### config.mk
export PLATFORM = sky130hd
export DESIGN_NAME = if_fetch_sched
export DESIGN_NICKNAME = d
export VERILOG_FILES = /design/src/rtl/if_fetch_sched.sv
export SDC_FILE = /design/constraint.sdc
export NUM_CORES = 1
export LEC_CHECK = 0
export ABC_AREA = 1
export CAP_MARGIN = 20
export CORE_ASPECT_RATIO = 0.6
export CORE_MARGIN = 2
export CORE_UTILIZATION = 23
export DETAILED_ROUTE_END_ITERATION = 10
export SLEW_MARGIN = 15
export SYNTH_ARGS = -nofsm -noshare
export SYNTH_HDL_FRONTEND = slang
export SYNTH_SLANG_ARGS = --single-unit
### constraint.sdc
create_clock -name clk -period 16.8 [get_ports clk]
set_input_delay 1.68 -clock clk [delete_from_list [all_inputs] [get_ports clk]]
set_output_delay 1.68 -clock clk [all_outputs]
set_load 0.05 [all_outputs]
### src/rtl/if_fetch_sched.sv
// rtl/if_fetch_sched.sv - dual-instruction fetch scheduler with cancel tracking and skid buffer (optional perf counters: IF_FETCH_PERF_CNT_EN)
module if_fetch_sched #(
    parameter int FETCH_DEPTH = 2
) (
    input  logic        clk,
    input  logic        rst,
    input  logic        preif_valid_i,
    input  logic [31:0] preif_pc_i,
    output logic        preif_allowin_o,
    output logic        inst_req_o,
    output logic [31:0] inst_addr_o,
    input  logic        inst_addr_ok_i,
    input  logic        inst_data_ok_i,
    input  logic [63:0] inst_rdata_i,
    input  logic        if_allowin_i,
    output logic        if_valid_o,
    output logic [31:0] if_pc_o,
    output logic [63:0] if_inst_o,
    input  logic        excep_flush_i,
    input  logic        banch_flush_i,
    output logic        inst_rdata_ce_o
`ifdef IF_FETCH_PERF_CNT_EN
    ,
    output logic [31:0] perf_req_cnt_o,
    output logic [31:0] perf_drop_cnt_o
`endif
);

    localparam logic [2:0] DEPTH = 3'(FETCH_DEPTH);

    typedef enum logic [1:0] {
        CLR0 = 2'd0,
        CLR1 = 2'd1,
        CLR2 = 2'd2
    } cancel_e;

    cancel_e          cancel_q, cancel_d;
    logic [1:0]       live_q, live_d;
    logic [1:0][31:0] fifo_q, fifo_d;
    logic             wr_ptr_q, wr_ptr_d;
    logic             rd_ptr_q, rd_ptr_d;
    logic             out_valid_q, out_valid_d;
    logic [31:0]      out_pc_q, out_pc_d;
    logic [63:0]      out_inst_q, out_inst_d;
    logic             skid_valid_q, skid_valid_d;
    logic [31:0]      skid_pc_q, skid_pc_d;
    logic [63:0]      skid_inst_q, skid_inst_d;
    logic             ce_q, ce_d;
    logic [31:0]      perf_req_q, perf_req_d;
    logic [31:0]      perf_drop_q, perf_drop_d;

    logic        flush;
    logic        held;
    logic        out_free;
    logic [2:0]  occ;
    logic [2:0]  outstanding;
    logic        accept;
    logic        resp;
    logic        resp_live;
    logic        resp_cancel;
    logic [31:0] head_pc;

    // Issue decision and response classification; a data_ok with nothing outstanding is ignored
    always_comb begin
        flush       = excep_flush_i | banch_flush_i;
        held        = out_valid_q & ~if_allowin_i;
        out_free    = ~out_valid_q | if_allowin_i;
        occ         = {1'b0, live_q} + {2'b0, skid_valid_q} + {2'b0, held};
        outstanding = {1'b0, live_q} + {1'b0, cancel_q};
        inst_req_o  = preif_valid_i & ~flush & (outstanding < DEPTH) & (occ < 3'd2);
        accept      = inst_req_o & inst_addr_ok_i;
        resp        = inst_data_ok_i & (outstanding != 3'd0);
        resp_cancel = resp & (cancel_q != CLR0);
        resp_live   = resp & (cancel_q == CLR0);
        head_pc     = fifo_q[rd_ptr_q];
    end

    // Next-state: flush overrides issue, routing and drain; otherwise push/pop/route/drain
    always_comb begin
        cancel_d     = cancel_q;
        live_d       = live_q;
        fifo_d       = fifo_q;
        wr_ptr_d     = wr_ptr_q;
        rd_ptr_d     = rd_ptr_q;
        out_valid_d  = out_valid_q;
        out_pc_d     = out_pc_q;
        out_inst_d   = out_inst_q;
        skid_valid_d = skid_valid_q;
        skid_pc_d    = skid_pc_q;
        skid_inst_d  = skid_inst_q;
        perf_req_d   = perf_req_q + {31'b0, accept};
        perf_drop_d  = perf_drop_q + {31'b0, resp_cancel | (resp & flush)};
        if (flush) begin
            // live requests become cancelled, minus whichever response lands this cycle
            cancel_d     = cancel_e'(outstanding[1:0] - {1'b0, resp});
            live_d       = 2'd0;
            wr_ptr_d     = 1'b0;
            rd_ptr_d     = 1'b0;
            out_valid_d  = 1'b0;
            skid_valid_d = 1'b0;
        end else begin
            live_d = live_q + {1'b0, accept} - {1'b0, resp_live};
            if (resp_cancel) begin
                cancel_d = cancel_e'(cancel_q - 2'd1);
            end
            if (accept) begin
                fifo_d[wr_ptr_q] = preif_pc_i;
                wr_ptr_d         = ~wr_ptr_q;
            end
            if (resp_live) begin
                rd_ptr_d = ~rd_ptr_q;
            end
            if (out_free) begin
                if (skid_valid_q) begin
                    out_valid_d  = 1'b1;
                    out_pc_d     = skid_pc_q;
                    out_inst_d   = skid_inst_q;
                    skid_valid_d = resp_live;
                    if (resp_live) begin
                        skid_pc_d   = head_pc;
                        skid_inst_d = inst_rdata_i;
                    end
                end else if (resp_live) begin
                    out_valid_d = 1'b1;
                    out_pc_d    = head_pc;
                    out_inst_d  = inst_rdata_i;
                end else begin
                    out_valid_d = 1'b0;
                end
            end else if (resp_live) begin
                skid_valid_d = 1'b1;
                skid_pc_d    = head_pc;
                skid_inst_d  = inst_rdata_i;
            end
        end
        ce_d = (cancel_d != CLR0);
    end

    // State registers including the cancel FSM; asynchronous reset clears everything
    always_ff @(posedge clk or posedge rst) begin
        if (rst) begin
            cancel_q     <= CLR0;
            live_q       <= 2'd0;
            fifo_q       <= '0;
            wr_ptr_q     <= 1'b0;
            rd_ptr_q     <= 1'b0;
            out_valid_q  <= 1'b0;
            out_pc_q     <= 32'd0;
            out_inst_q   <= 64'd0;
            skid_valid_q <= 1'b0;
            skid_pc_q    <= 32'd0;
            skid_inst_q  <= 64'd0;
            ce_q         <= 1'b0;
            perf_req_q   <= 32'd0;
            perf_drop_q  <= 32'd0;
        end else begin
            cancel_q     <= cancel_d;
            live_q       <= live_d;
            fifo_q       <= fifo_d;
            wr_ptr_q     <= wr_ptr_d;
            rd_ptr_q     <= rd_ptr_d;
            out_valid_q  <= out_valid_d;
            out_pc_q     <= out_pc_d;
            out_inst_q   <= out_inst_d;
            skid_valid_q <= skid_valid_d;
            skid_pc_q    <= skid_pc_d;
            skid_inst_q  <= skid_inst_d;
            ce_q         <= ce_d;
            perf_req_q   <= perf_req_d;
            perf_drop_q  <= perf_drop_d;
        end
    end

    // Output mapping
    always_comb begin
        preif_allowin_o = accept;
        inst_addr_o     = preif_pc_i;
        if_valid_o      = out_valid_q;
        if_pc_o         = out_pc_q;
        if_inst_o       = out_inst_q;
        inst_rdata_ce_o = ce_q;
    end

`ifdef IF_FETCH_PERF_CNT_EN
    assign perf_req_cnt_o  = perf_req_q;
    assign perf_drop_cnt_o = perf_drop_q;
`else
    logic perf_unused;
    assign perf_unused = ^{perf_req_q, perf_drop_q};
`endif

endmodule

Yosys cells after proc, flatten, opt, wreduce, memory -nomap -nowiden
Index checks and enable logic that the tools add are counted.
{ "totals": {"ff_bits": 265, "inputBits": 104, "out_inout_bits": 132, "wordCells": 84} }
{ "op_classes": {"add_sub_neg": 7, "n_lt_le_gt_ge": 5, "eq_ne": 1, "n_mux": 30, "bitwise": 15, "reduce_logical": 13} }
{ "op_table": {"columns": ["cell", "n"], "rows": [
  ["64-bit two-way mux", 5],
  ["32-bit two-way mux", 8],
  ["64-bit bitwise mux", 1],
  ["32-bit demux with 1-bit select", 1],
  ["1-bit two-way mux", 12],
  ["2-bit nonzero test", 6],
  ["1-bit bitwise AND", 8],
  ["3-bit by 2-bit less-than comparator with 1-bit output (second input constant)", 2],
  ["2-bit two-way mux", 3],
  ["3-bit nonzero test", 2],
  ["1-bit inverter", 5],
  ["1-bit by 2-bit less-than comparator with 1-bit output (second input constant)", 2],
  ["2-bit AND reduction", 2],
  ["2-bit by 1-bit subtractor with 2-bit output", 2],
  ["2-bit by 1-bit adder with 3-bit output", 1],
  ["2-bit by 2-bit adder with 3-bit output", 1],
  ["3-bit by 1-bit adder with 3-bit output", 1],
  ["3-bit AND reduction", 1],
  ["2-bit by 1-bit adder with 2-bit output", 1],
  ["2-bit zero test", 1],
  ["2-bit inequality test (second input constant)", 1],
  ["1-bit bitwise OR", 2],
  ["2-bit by 1-bit subtractor with 2-bit output (second input constant)", 1],
  ["1-bit >= comparator (second input constant)", 1],
  ["1-bit logical AND", 1]
]} }

Logic depth before layout (Yosys ltp)
{ "logic_depth": {"ltp_word": 9, "depth_mapped": 15, "ltp_nobuf": 15} }

Worst setup path before layout
No wires, ideal clock.
{ "synth_timing": {"kind": "input -> output", "startpoint": "input if_allowin_i", "endpoint": "output preif_allowin_o", "arrival_ns": 2.613, "t_required_ns": 15.120, "setup_slack_ns": 12.507, "path_stages": 9, "path_buffers": 1, "path_cell_list": "inv_1 nand2_2 inv_1 nand2_1 nand2_2 nor2_4 buf_6 nand2_1 inv_1"} }
{ "synth_between": {"elab_chain_cells": 6} }
{ "synth_lines": {"columns": ["item", "line_no", "text"], "rows": [
  ["start: declaration", "15", "input logic if_allowin_i,"],
  ["1-bit inverter", "66", "held = out_valid_q & ~if_allowin_i;"],
  ["1-bit bitwise AND", "66", null],
  ["3-bit by 1-bit adder with 3-bit output", "68", "occ = {1'b0, live_q} + {2'b0, skid_valid_q} + {2'b0, held};"],
  ["3-bit by 2-bit less-than comparator with 1-bit output", "70", "inst_req_o = preif_valid_i & ~flush & (outstanding < DEPTH) & (occ < 3'd2);"],
  ["1-bit bitwise AND", "70", null],
  ["1-bit bitwise AND", "71", "accept = inst_req_o & inst_addr_ok_i;"],
  ["end: declaration", "9", "output logic preif_allowin_o,"]
]} }
Every way passes these cells.

Final worst setup path
{ "layout_timing": {"startpoint": "input banch_flush_i", "endpoint": "output preif_allowin_o"} }
{ "layout_between": {"elab_chain_cells": 6} }
{ "layout_lines": {"columns": ["item", "line_no", "text"], "rows": [
  ["start: declaration", "20", "input logic banch_flush_i,"],
  ["1-bit bitwise OR", "65", "flush = excep_flush_i | banch_flush_i;"],
  ["1-bit inverter (no source line)", null, null],
  ["1-bit bitwise AND (3 in a row)", "70", null],
  ["1-bit bitwise AND", "71", null]
]} }
Every way passes these cells.

==> summary.md <==
| Metric | Value |
|---|---|
| RSZ-0062 raised after global routing | `no` |
| Synth top area share | `0.550` |
| Synth cell types | `29` |
| Crit path cell chain | `clkdlybuf4s50_1 -> nor2_4 -> nand3_2 -> nor2_4 -> buf_4 -> nand2_1 -> inv_1 -> clkdlybuf4s50_1` |
| Net Sw Power | `1.04 mW` |
| Worst R2R Setup Slack | `13.53 ns` |
| Number of global-route vias before repair | `9905` |
| Sw frac | `0.406` |
| CTS Sinks | `265` |
| Cell count of the worst reg-to-reg path | `12` |
| Hold Path Sink | `fifo_q[61]$_DFFE_PP0P_` |
| Core area | `51300 um2` |
| # H-tree levels | `1` |
| Pwr Density | `164 nW/um2` |
| Hold WC Path Type | `flop to flop` |
| Dominant cell type by area after synthesis | `dfrtp_1` |
| Resized cells post-CTS | `0` |
| Router iterations before antenna repair | `4` |
| CP delay by family, top | `buffers and inverters` |
| ANT nets after route | `0` |
| Hold buffers post-CTS | `0` |
| Placer congestion estimate | `0.754` |
| Cells after synthesis | `1401` |
| Antenna cell count | `0` |
| Final Cycle Share | `0.359` |
| Vias per cell | `4.28` |
| Setup crit start | `banch_flush_i` |
| Initial antenna violation count | `0` |
| Worst hold path depth | `2` |
| FF+latch count, synth | `265` |
| Status | `finished, final reports clean` |
| CP arrival | `4.36 ns` |
| Total GRT Usage | `0.126` |
| Largest net degree at the start of global routing | `194` |
| Category of the critical setup timing path | `input port to output port` |
| Number of CTS-inserted buffers | `30` |
| First-pass GRT wire length | `55.3 mm` |
| CTS Buffer Depth | `3` |
| Initial Util | `0.235` |
| Final setup fails | `0` |
| Grt ovf | `0` |
| Clock Latency Late Sink | `0.56 ns` |
| DP Area | `14600 um2` |
| Die X | `299 um` |
| Sum Neg Setup Slack | `0 ns` |
| Synthesized area | `12000 um2` |
| Crit path max fanout | `66` |
| Cell Rows | `64` |
| Non-Filler Instances | `2276` |
| P&R area growth vs syn | `30.6%` |
| Routed WL | `34.3 mm` |
| Root Buffer | `clkbuf_16` |
| CTS tree | `built` |
| Crit Reg-Reg Startpoint | `live_q[0]$_DFF_PP0_` |
| Nets@finish | `1670` |
| Post-synthesis async set-or-reset flop share | `1.00` |
| Sequential element share of the synthesized area | `0.550` |
| Max-cap violations | `0` |
| Post-CTS Setup Bufs | `0` |
| Avg Inst Size Synth | `8.60 um2` |
| Placed wire-length estimate | `21.9 mm` |
| Final Core Density | `0.306` |
| Final Skew | `0.0111 ns` |
| WL/cell | `15.1 um` |
| Leading cell type in the layout, fill and taps excluded | `nand2_1` |
| Post-synth net total | `1510` |
| Relative slew slack | `0.355` |
| Clk network pwr share | `0.267` |
| Crit. End Element | `output port` |
| Flop pwr share | `0.348` |
| Most frequent cells in the layout | `nand2_1, dfrtp_1, clkdlybuf4s50_1, o21ai_0, inv_1` |
| Layout cells sized above 1 | `0.0569` |
| Worst-margin pin slew | `0.968 ns` |
| Fin. max-slew vios | `0` |
| Synth warn | `0` |
| Primary FF master, synth | `dfrtp_1` |
| Hold Violations, Final | `0` |
| Total die area | `54300 um2` |
| Cell-internal power | `1.53 mW` |
| Fin crit period | `6.04 ns` |
| Static Leak | `7.26 nW` |
| DRT iter0 DRCs | `526` |
| Fin area | `15700 um2` |
| Placed Cells | `2218` |
| Post-synth EDFFs | `0` |
| Gate power share | `0.385` |
| Clock transition at path regs | `0.06 ns` |
| VDD IR max | `124 uV` |
| CP Launch Type | `input port` |
| Worst reg2reg endpoint | `skid_inst_q[26]$_DFFE_PP0P_` |
| IO Pins | `236` |
| Achievable Freq | `166 MHz` |
| Die height | `181 um` |
| # port buffers | `235` |
| Worst path required time | `15.12 ns` |
| Top post-synthesis cells by area | `dfrtp_1, nand2_1, o21ai_0` |
| Via count | `9747` |
| Worst path bufs/invs | `4` |
| Slowest stage delay, CP | `0.81 ns` |
| Drt drc | `0` |
| Slowest CP cell | `clkdlybuf4s50_1` |
| HP Start | `fifo_q[61]$_DFFE_PP0P_` |
==> final cells by class <==
cell class | count | area, um2
Sequential cell | 265 | 6640
Clock buffer | 40 | 870
Timing Repair Buffer | 253 | 2580
Fill cell | 5300 | 35600
Inverter | 90 | 348
Clock inverter | 14 | 161
Multi-Input combinational cell | 921 | 4270
Tap cell | 693 | 867
==> per-layer routing <==
metal | part of all wire | up-vias | track usage
met4 | 0.017 | 0 | 0.0222
met5 | 0 | - | 0
met1 | 0.47 | 4740 | 0.169
met2 | 0.47 | 177 | 0.212
li1 | - | 4799 | -
met3 | 0.046 | 31 | 0.0265
==> worst max path at each step <==
stage	end	slack, ns	cells past startpoint
2_1_floorplan	cancel_q[0]$_DFF_PP0_	7.82	1
3_3_place_gp	preif_allowin_o	10.79	8
3_5_place_dp	preif_allowin_o	10.76	8
4_1_cts	preif_allowin_o	10.76	8
5_1_grt	preif_allowin_o	10.63	8
6_report	preif_allowin_o	10.76	8
==> power groups by stage <==
stage	combinational (mW)	clock (mW)	sequential, mW
detailed placement	1.00	0	0.907
floorplan	0.269	0	1.27
finish	0.992	0.686	0.897
global route	1.07	0.739	0.919
CTS	1.01	0.716	0.898
global placement	0.989	0	0.903
==> synth_stat cells, types with 2 or more instances <==
library cell / instances
dfrtp_1: 265
buf_4: 49
buf_2: 26
mux2i_1: 29
inv_1: 85
nor2_2: 2
nor2_4: 3
nand4_1: 67
nand2_2: 4
buf_6: 18
buf_1: 2
inv_2: 2
o21ai_0: 153
nand3_1: 4
clkbuf_1: 30
nand2_1: 557
clkinv_1: 2
o21ai_1: 81
nor2_1: 7
nand2_4: 3
ha_1: 4
==> registers in the layout, summed over array words and instances, names as in the netlist <==
signal           flops
skid_pc_q           32
if_valid_o           1
cancel_q             2
wr_ptr_q             1
skid_valid_q         1
if_inst_o           64
fifo_q              64
rd_ptr_q             1
if_pc_o             32
live_q               2
skid_inst_q         64
inst_rdata_ce_o      1
==> worst register-to-register path: stages (launching register included) <==
cell	delay, ns
dfrtp_1	0.45
ha_1	0.21
inv_1	0.07
fa_1	0.45
nand2_1	0.10
inv_2	0.05
nand2_4	0.09
nand3_4	0.12
nor2_4	0.10
buf_4	0.37
buf_16	0.30
buf_4	0.61
o21ai_0	0.20
==> per-stage QoR <==
stage	power, mW	setup WS [ns]	hold slack (ns)
2_1_floorplan	1.54	7.82	0.437
3_3_place_gp	1.89	10.79	0.453
3_5_place_dp	1.91	10.76	0.458
4_1_cts	2.62	10.76	0.474
5_1_grt	2.73	10.63	0.495
6_report	2.57	10.76	0.469
==> cells by family (layout without fill, tap and decap cells) <==
family	count (synthesis)	in the layout	synth area share
adders and majority gates	5	5	0.00582
xor gates and xnor gates	1	1	0.000727
buffers and inverters	215	397	0.0964
AOI/OAI and AO/OA	236	236	0.0983
DFF	265	265	0.550
and+or+nand+nor	650	650	0.224
muxes	29	29	0.0241
Power figures use the tool's default switching activity.
